File: config.mk
export PLATFORM = sky130hd
export DESIGN_NAME = dn_router_pipe
export DESIGN_NICKNAME = d
export VERILOG_FILES = /design/src/rtl/dn_router_pipe.sv
export SDC_FILE = /design/constraint.sdc
export NUM_CORES = 1
export LEC_CHECK = 0
export ABC_AREA = 1
export CORE_MARGIN = 5
export CORE_UTILIZATION = 45
export CTS_CLUSTER_DIAMETER = 200
export DETAILED_ROUTE_END_ITERATION = 10
export PLACE_DENSITY = 0.7
export SLEW_MARGIN = 10
export SYNTH_ARGS = -nofsm -noshare
export SYNTH_HDL_FRONTEND = slang
export SYNTH_SLANG_ARGS = --single-unit
export TNS_END_PERCENT = 10
File: constraint.sdc
create_clock -name clk -period 5.6 [get_ports clk]
set_clock_uncertainty 0.2 [all_clocks]
set_input_delay 0.84 -clock clk [delete_from_list [all_inputs] [get_ports clk]]
set_output_delay 0.84 -clock clk [all_outputs]
set_load 0.02 [all_outputs]
File: src/rtl/dn_router_pipe.sv
// Distribution-network switch node: per-output lane select from a registered config, then a 2-entry skid buffer.
// Latency 1 cycle when empty; in_ready drops when both entries are full. Optional per-output masking under DN_ROUTER_MASK_EN.
module dn_router_pipe #(
  parameter int  DW_DATA  = 32,
  parameter int  NUM_PORT = 2,
  localparam int SEL_W    = $clog2(NUM_PORT)
) (
  input  logic                        clk,
  input  logic                        reset,
  input  logic                        set_en,
  input  logic [NUM_PORT*SEL_W-1:0]   route_signal,
  input  logic                        in_valid,
  output logic                        in_ready,
  input  logic [DW_DATA*NUM_PORT-1:0] in,
  output logic                        out_valid,
  input  logic                        out_ready,
  output logic [DW_DATA*NUM_PORT-1:0] out,
`ifdef DN_ROUTER_MASK_EN
  input  logic [NUM_PORT-1:0]         out_mask,
`endif
  output logic [15:0]                 beat_cnt
);

  localparam int LW = DW_DATA * NUM_PORT;

  function automatic logic [NUM_PORT*SEL_W-1:0] identity_cfg();
    logic [NUM_PORT*SEL_W-1:0] r;
    r = '0;
    for (int o = 0; o < NUM_PORT; o++) begin
      r[o*SEL_W +: SEL_W] = SEL_W'(o);
    end
    return r;
  endfunction

  localparam logic [NUM_PORT*SEL_W-1:0] CFG_ID = identity_cfg();

  logic [NUM_PORT*SEL_W-1:0] cfg_q, cfg_d;
  logic [LW-1:0]             buf0_q, buf0_d;
  logic [LW-1:0]             buf1_q, buf1_d;
  logic [1:0]                cnt_q, cnt_d;
  logic [15:0]               beat_cnt_q, beat_cnt_d;
  logic [LW-1:0]             routed;
  logic                      push, pop;

  assign in_ready  = (cnt_q != 2'd2) & ~reset;
  assign out_valid = (cnt_q != 2'd0);
  assign out       = out_valid ? buf0_q : '0;
  assign beat_cnt  = beat_cnt_q;
  assign push      = in_valid & in_ready;
  assign pop       = out_valid & out_ready;

  // Out-of-range selects match no input and leave the lane at zero.
  always_comb begin
    routed = '0;
    for (int o = 0; o < NUM_PORT; o++) begin
      for (int i = 0; i < NUM_PORT; i++) begin
        if (cfg_q[o*SEL_W +: SEL_W] == SEL_W'(i)) begin
          routed[o*DW_DATA +: DW_DATA] = in[i*DW_DATA +: DW_DATA];
        end
      end
`ifdef DN_ROUTER_MASK_EN
      if (!out_mask[o]) begin
        routed[o*DW_DATA +: DW_DATA] = '0;
      end
`endif
    end
  end

  always_comb begin
    cfg_d      = set_en ? route_signal : cfg_q;
    buf0_d     = buf0_q;
    buf1_d     = buf1_q;
    cnt_d      = cnt_q;
    beat_cnt_d = pop ? beat_cnt_q + 16'd1 : beat_cnt_q;
    case ({push, pop})
      2'b10: begin
        if (cnt_q == 2'd0) buf0_d = routed;
        else               buf1_d = routed;
        cnt_d = cnt_q + 2'd1;
      end
      2'b01: begin
        buf0_d = buf1_q;
        buf1_d = '0;
        cnt_d  = cnt_q - 2'd1;
      end
      // Push and pop together only happens at count 1: the new beat replaces the head.
      2'b11: buf0_d = routed;
      default: ;
    endcase
  end

  always_ff @(posedge clk) begin
    if (reset) begin
      cfg_q      <= CFG_ID;
      buf0_q     <= '0;
      buf1_q     <= '0;
      cnt_q      <= 2'd0;
      beat_cnt_q <= 16'd0;
    end else begin
      cfg_q      <= cfg_d;
      buf0_q     <= buf0_d;
      buf1_q     <= buf1_d;
      cnt_q      <= cnt_d;
      beat_cnt_q <= beat_cnt_d;
    end
  end

endmodule

# Word level (Yosys, flattened, before mapping)
# Cells that the tools add are included.
# totals
register_bits	148
# classes
muxes	8
n_addsub	3
n_bitwise	4
n_reduce_logical	6
eq_ne	6
# op_table
op	count
$mux W64	3
$pmux W64 S3	1
$pmux W64 S2	1
$mux W32	2
$add A16 B1 Y16 const B	1
$ne A2 B2 Y1 const B	3
$eq A2 B2 Y1 const B	2
$pmux W2 S2	1
$reduce_and A2 Y1	2
$reduce_bool A2 Y1	2
$and A1 B1 Y1	3
$reduce_bool A3 Y1	1
$add A2 B1 Y2 const B	1
$eq A2 B1 Y1 const B	1
$logic_not A2 Y1	1
$sub A2 B1 Y2 const B	1
$not A1 Y1	1

# Longest topological paths before layout
# Gate-level depths: netlist (run 1).
# logic_depth
ltp_word	6
ltp_mapped	12
depth_no_buf	10

# Worst setup path after synthesis (run 1)
# Ideal clock, no wire load.
# synth_timing
path_kind	input to register
start	in reset
end	reg buf1_q[23]
path_buffers	4
t_arrival_ps	2477
cell_stages	11
slack_ps	2796
setup_ps	128
cell_sequence	buf_2 a21oi_1 nand2_1 ha_1 clkbuf_2 o21ai_1 buf_4 buf_6 nor2_1 a21oi_1 nor2_1
# synth_between
elab_chain_len	6
elab_cells_between_ends	9
cone_classes	eq/ne: 3; mux: 1; bitwise: 3; reduce/logical: 2
# synth_rtl
item	line_no	rtl
start: declaration	9	input logic reset,
$not A1 Y1 *	45	assign in_ready = (cnt_q != 2'd2) & ~reset;
$and A1 B1 Y1 *	45	
via in_ready	13	output logic in_ready,
$and A1 B1 Y1 *	49	assign push = in_valid & in_ready;
$eq A2 B2 Y1 / $eq A2 B1 Y1 (equally long branches)	75	case ({push, pop})
$ne A2 B2 Y1 (no source line) / $reduce_bool A2 Y1 (equally long branches)	--	
$reduce_and A2 Y1 (no source line)	--	
end signal: assignment	102	buf1_q <= buf1_d;
end: declaration	39	logic [LW-1:0] buf1_q, buf1_d;
# Mark *: on every way through the listed nets, which the timed path passes. The rest lies on a longest branch.
# A chain may end at the register's enable or synchronous reset.

# Worst setup path after layout (run 1)
# layout_timing
start	reg cnt_q[1]
end	out out[2]
# layout_between
elab_chain_len	2
# layout_rtl
item	line_no	rtl
start: declaration	40	logic [1:0] cnt_q, cnt_d;
start signal: assignment	103	cnt_q <= cnt_d;
$reduce_bool A2 Y1	46	assign out_valid = (cnt_q != 2'd0);
$mux W64	47	assign out = out_valid ? buf0_q : '0;
end: declaration	17	output logic [DW_DATA*NUM_PORT-1:0] out,
# No other way between the ends.

==> summary by stage, run 1 <==
Power and ir drop
Power spread over the standard cell area amounts to 373 nW/µm². The clock network power share is 36.2%. The static leakage power is just under 4 nW.

The overall power after layout is 3.54 mW. Per report_power, the combinational group accounts for a little over a quarter of the total. Across the VDD grid, the largest voltage drop is 0.000235 V.

The proportion of power drawn by flip-flops and latches is a little over a third. The net load switching power is 1.15 mW. Cell internal power was estimated by the tool at roughly 2.4 mW.

In this run switching power makes up about a third of total power.

Timing
The ratio of final minimum period to clock period is between 60 and 70%. The clock period minus final worst setup slack is between 3000 and 4000 ps. The highest clock frequency the design can meet is approximately 290 MHz.

The final number of hold-violating endpoints was 0. On the final layout, the worst hold slack is between 200 and 300 ps. Setup total negative slack on the finished layout was measured at 0 ps. Setup repair after global routing left no endpoint under its margin. The number of max-slew violations in the final report is 0.

In this run the tightest slew margin relative to its limit is between 20% and 30%. The setup-violating endpoint count in the final report is 0. At the pin with the least slew margin, the transition time is around 1100 ps.

Worst setup path
The number of cells on the worst reg-to-reg path is 9. The startpoint type of the worst setup path is a flop. The peak fanout along the critical path is between 50 and 60. The critical path capture point type is an output port. Data on the critical path arrives at its endpoint at 2440 ps.

The required time at the worst-slack endpoint is ~4600 ps. The setup path with the least slack is of type reg -> out.

Yosys
The net count after synthesis is approximately 1300. Counting flops with a built-in enable in the synthesized netlist gives 0. The mapped cell area is about 7400 µm². The most used flip-flop cell after synthesis is dfxtp_1. The mean cell area of the mapped netlist is ~6 µm².

The synthesized flop and latch total is around 150. The share of async-settable or async-resettable flops after synthesis is 0%. Synthesis produced roughly 1200 cells. The number of unique standard cell types used by synthesis is 22. The portion of the post-synthesis area used by sequential elements is between 40% and 50%.

The Yosys step of the flow raised 0 warnings.

Clock network
The number of H-tree branching levels is 4. The library cell used as clock root buffer is clkbuf_16. Counting the buffers created by CTS gives 17. The number of buffers inserted to repair setup after CTS is 0. Buffers inserted to repair hold after CTS numbered 0. TritonCTS built the clock tree.

CTS saw between 100 and 150 sinks. Clock-pin slew was measured on the worst setup and hold paths at roughly 60 ps. The maximum clock insertion buffer count is 2. The number of resized instances in the post-cts repair step is 0. The clock insertion delay at the later pin of the skew report is between 400 and 500 ps.

GRT
The initial antenna violation count is 1. The first global-routing pass estimated about 34000 µm of wire. The total routing resource utilization after global routing is between 20 and 25%.

The total overflow left after global routing is 0. Entering global routing, the biggest net connects 82 pins. The number of global-route vias before repair is around 7000.

Outcome
The run finished with clean final reports.

Floorplan
The floorplan step defined a die boundary enclosing 19100 µm². In this run the horizontal extent of the chip is 138 µm. The floorplan has 46 rows. The initial utilization of the core area, before any placement, comes to a little under half. The count of pins on the block boundary is around 150.

The floorplan step set the die height to roughly 140 µm. The standard cell core area is about 16000 µm².

Route
Wire segments on met3 add up to between 1000 and 1500 µm in the final route. After detailed routing, no signal wire sits above met5. The post-route antenna net violation count is 0. The sum of routed wire length over all layers is between 20000 and 25000 µm.

The routed wire length on met2 is approximately 9400 µm. The final routed wire length divided by cell count is around 14 µm. The remaining design rule violation count is 0. The total iterations of the first detailed-routing run is 5. The overall via count from detail_route is 7501. In the routed layout, each cell is associated on average with a via count of 4.91.

The first-iteration detailed-routing DRC count is 596. The met1 layer wirelength in the final routing is between 9000 and 10000 µm.

Layout
Cells with a size suffix above 1 make up under 10% of the layout. The library cell used most frequently in the layout, excluding fill and tap cells, is nor2_1. In the final design database the tool counted roughly 1400 nets. The top cell types in the final layout, fill and taps aside, are nor2_1 (481), nand2_1 (163), clkdlybuf4s50_1 (151). The repair_antennas step left the layout with diodes totalling 0. Relative to the synthesized area, the layout overhead comes to 28.6%.

Fill cells in the final layout number around 1600.

Worst hold path
In this run the worst hold path is classified as reg -> reg. The number of cells traversed by the worst hold path is 2.

Placement
Routability-driven placement finished with a final weighted congestion of a little under 0.8. Once detailed placement completed, the half-perimeter wirelength came to ~13000 µm. The count of buffers added on input and output ports is roughly 150.

Run
The tool flagged a number of max-cap violations equal to 0.
[per-stage QoR]
step,cells,util (%),instance area (µm²),setup WS (ps)
final,1528,59.4,9500,2120
after global routing,1528,59.4,9500,1870
after CTS,1528,59.4,9500,2080
after detailed placement,1496,55.2,8830,1720
after global placement,1496,55.2,8830,1780
after floorplan,1197,-,7390,2800
[cell usage after synthesis (2+ instances only)]
cell type  number  area [µm²]
a21oi_1        77         385
buf_1           8        30.0
buf_2          27         135
buf_4           5        37.5
buf_6          13         146
clkbuf_1       26        97.6
dfxtp_1       148        2960
ha_1            3        37.5
inv_1          84         315
inv_2           3        11.3
nand2_1       163         612
nand2_2         3        18.8
nand3_1         8        40.0
nand4_1         3        18.8
nor2_1        481        1810
nor2_2          2        12.5
o21ai_0        99         495
o21ai_1        40         200
[critical path, stage by stage, from the launching register on]
cell and delay [ps]:
dfxtp_1 340, nor2_4 350, buf_4 560, nor2_1 170, clkdlybuf4s50_1 580
[path summary, 6_finish.rpt]
path	start	to	slack [ps]
setup / recovery	cnt_q[1]	out[2]	2120
hold / removal	buf1_q[20]	buf1_q[20]	280
setup reg to reg	cnt_q[0]	buf1_q[51]	2560
hold reg to reg	buf1_q[20]	buf1_q[20]	280
[routing by layer]
metal  vias to the layer above  track usage, %
li1                       3903               -
met1                      3347            29.0
met2                       220            33.7
met3                        29            4.93
met4                         2            7.49
met5                         -               0
[layout make-up]
cell class | instances | area, µm² | area share, %
inverters | 87 | 327 | 3.44
multi-input cells | 882 | 3680 | 38.7
flip-flops and latches | 148 | 2960 | 31.2
clock inverters | 14 | 234 | 2.46
clock buffers | 18 | 429 | 4.52
repair buffers | 163 | 1600 | 16.8
well taps | 216 | 270 | 2.85
[cell families after synthesis]
logic type      synth area share (%)
compound gates                  14.7
flops                           40.1
fa+ha+maj                      0.508
simple gates                    34.1
buf+inv                         10.5
[flip-flops by register name, indices dropped and copies added (netlist names)]
signal,cells
cfg_q,2
buf0_q,64
buf1_q,64
beat_cnt,16
cnt_q,2
[power by group through the flow]
stage | Sequential, mW | Combinational [mW] | Clock [mW]
CTS | 1.29 | 0.974 | 1.30
detailed placement | 1.31 | 0.966 | 0
global route | 1.31 | 1.09 | 1.36
floorplan | 1.29 | 0.702 | 0
finish | 1.29 | 0.969 | 1.28
global placement | 1.31 | 0.955 | 0
Note: power is estimated with default switching activity, not from simulation.
==> run 2: changes to the inputs <==
--- a/config.mk
+++ b/config.mk
@@ -10,7 +10,7 @@
 export CORE_UTILIZATION = 45
 export CTS_CLUSTER_DIAMETER = 200
 export DETAILED_ROUTE_END_ITERATION = 10
-export PLACE_DENSITY = 0.7
+export PLACE_DENSITY = 0.72
 export SLEW_MARGIN = 10
 export SYNTH_ARGS = -nofsm -noshare
 export SYNTH_HDL_FRONTEND = slang
==> constraint.sdc (replaced) <==
create_clock -name clk -period 2.86 [get_ports clk]
set_clock_uncertainty 0.2 [all_clocks]
set_input_delay 0.429 -clock clk [delete_from_list [all_inputs] [get_ports clk]]
set_output_delay 0.429 -clock clk [all_outputs]
set_load 0.02 [all_outputs]
==> summary by stage, run 2 (synthesized netlist as in run 1, its figures left out) <==
Route
The via-per-instance ratio is 4.86 (-1.1%). The final routed wire length divided by cell count came to 13.5 µm (-1.6%). The overall via count from detail_route is 7449 (-0.69%). The post-route antenna net violation count is 0 (unchanged).

The sum of routed wire length over all layers is 20600 µm (-1.2%). The remaining design rule violation count is 0 (unchanged). The first-iteration detailed-routing DRC count came to 566 (-5.0%). The total iterations of the first detailed-routing run was 4 (-1).

Layout
In the layout the commonest cells are nor2_1 (481), nand2_1 (163), clkdlybuf4s50_1 (151). The final design utilization is 59.7% (+0.34 points). The count of fill cells added during filler insertion is 1563 (-1.8%). The antenna diode count is 0 (unchanged). The ratio of cells with drive above 1 in the final layout is 4.55% (+0.51 points). The library cell used most frequently in the layout, excluding fill and tap cells, is nor2_1.

The layout overhead on the synthesized area is 29.3%. The number of nets in the layout was 1379 (+0.44%).

Worst setup path
The count of buffer and inverter cells on the critical path came to 2 (unchanged). The peak fanout along the critical path came to 47 (-9.6%). The worst setup path is launched from a flop.

The number of cells on the worst reg-to-reg path is 9 (unchanged). The data arrival time of the critical path was 2030 ps (-410 ps). The signal on the critical path passes through nor2_4 > buf_4 > nor2_1 > clkdlybuf4s50_1. The longest individual stage delay on the worst path was 580 ps (about the same). The source of the worst register-to-register timing path is cnt_q[0]. The required time at the worst-slack endpoint is 2230 ps (-2330 ps). The library cell contributing the largest single delay on the critical path is clkdlybuf4s50_1. STA classifies the critical path endpoint as an output port. The path type of the worst setup path is reg -> out. Broken down by cell family, the worst path's largest delay share belongs to buffers and inverters. In this run the critical register-to-register path is captured at buf1_q[40]. The slack of the worst reg-to-reg path was 510 ps (-2050 ps).

Timing
The final number of hold-violating endpoints came to 0 (unchanged). The setup-violating endpoint count in the final report was 0 (unchanged). The highest clock frequency the design can meet is about 380 MHz.

The post-route setup TNS is 0 ps (unchanged). The pin slew with the least headroom to its limit was 1150 ps (+46.4 ps). Setup repair after global routing left no endpoint under its margin. Counting I/O delays and the setup requirement, the final critical path takes around 2700 ps. The max-slew headroom at the worst pin is 22.9% (-3.1 points).

Of the available clock period, the critical path in the final layout requires between 90 and 100%. The number of max-slew violations in the final report is 0 (unchanged). The slack of the critical path is 204 ps (-1910 ps).

Power and ir drop
The total power divided by cell area is 703 nW/µm² (+89%). The static leakage power is 3.91 nW (+0.56%). The overall power after layout was 6.72 mW (+90%). The worst IR drop on VDD is 0.000486 V (+110%).

Outcome
The run finished with clean final reports.

Worst hold path
The number of cells traversed by the worst hold path is 2 (unchanged). The worst hold path terminates at buf1_q[53]. The kind of path behind the tightest hold check is reg -> reg. The launch instance of the worst min-delay path is buf1_q[53].

Clock network
The number of H-tree branching levels is 4 (unchanged). TritonCTS built the clock tree. The library cell used as clock root buffer is clkbuf_16. The clock insertion delay at the later pin of the skew report is 420 ps (about the same). The maximum clock insertion buffer count was 2 (unchanged). The number of clock buffers inserted by TritonCTS is 17 (unchanged). The number of buffers inserted to repair setup after CTS is 0 (unchanged).

The number of resized instances in the post-cts repair step is 0 (unchanged). The hold-fix buffer count after cts was 0 (unchanged). The number of sinks handled by clock tree synthesis came to 148 (unchanged). The CTS clock-pin slew for the worst setup and hold paths is 60 ps (about the same).

Floorplan
The die outline area is 19100 µm² (unchanged). The die height is 138 µm (unchanged). The die width was 138 µm (unchanged). The initial standard-cell utilization of the core is 46.2% (unchanged). The cell row count came to 46 (unchanged). The standard cell core area is 16000 µm² (unchanged).

The count of pins on the block boundary came to 153 (unchanged).

Placement
The post-place setup slack is 324 ps (-1400 ps). The half-perimeter wire length of the detailed placement result is 13300 µm (+0.62%). The number of port buffers was 152 (unchanged).

The routability-driven placement congestion ratio is 0.839 (+7.3%).

GRT
The number of global-route vias before repair is 6927 (+0.54%). The total routing resource utilization after global routing came to 21.5% (+0.090 points). The pin count of the biggest net entering global routing is 82 (unchanged).

The aggregate global routing overflow came to 0 (unchanged). The initial antenna violation count is 0 (-1). The first-pass GRT wire length was 34600 µm (+0.90%).

Run
The count of maximum capacitance violations is 0 (unchanged).
## run 2: final cells by class
cell class | count | area (µm²) | area share (%)
multi-input cells | 882 | 3680 | 38.5
clock buffers | 18 | 439 | 4.60
inverters | 87 | 328 | 3.43
clock inverters | 14 | 156 | 1.64
well taps | 216 | 270 | 2.83
repair buffers | 169 | 1720 | 18.0
flip-flops and latches | 148 | 2960 | 31.0
## run 2: worst max path at each step
stage | startpoint | endpoint | slack (ps) | cells past startpoint
2_1_floorplan | reset | buf1_q[23] | 470 | 11
3_3_place_gp | out_ready | buf0_q[62] | 330 | 10
3_5_place_dp | out_ready | buf0_q[5] | 320 | 6
4_1_cts | cnt_q[1] | out[0] | 160 | 4
5_1_grt | cnt_q[1] | out[3] | 100 | 4
6_report | cnt_q[1] | out[37] | 200 | 4
## run 2: through the flow
| stage | hold slack, ps | cell area, µm² | cells |
|---|---|---|---|
| 6_report | 283 | 9550 | 1534 |
| 3_5_place_dp | 274 | 8950 | 1502 |
| 5_1_grt | 304 | 9550 | 1534 |
| 3_3_place_gp | 263 | 8950 | 1502 |
| 2_1_floorplan | 254 | 7390 | 1197 |
| 4_1_cts | 288 | 9550 | 1534 |
## run 2: worst register-to-register path, delay by kind of cell, from the launching register on
kind	cells	cell delay [ps]
simple gates	3	300
fa+ha+maj	1	260
buf+inv	2	370
compound gates	3	660
flops	1	420
## run 2: where the power goes
group / total, mW / internal [mW] / switching [mW] / leakage (nW)
Combinational: 1.96 / 0.743 / 1.22 / 2.42
Sequential: 2.53 / 2.37 / 0.155 / 1.21
Clock: 2.23 / 1.32 / 0.915 / 0.279
Total: 6.72 / 4.43 / 2.29 / 3.91
## run 2: layer usage
metal	wire (µm)	share of wire, %	GRT usage, %	vias to the layer above
met1	9870	48	29.4	3309
met4	219	1.1	5.46	0
met5	0	0	0	-
li1	-	-	-	3910
met3	1160	5.6	4.83	19
met2	9390	46	34.5	211
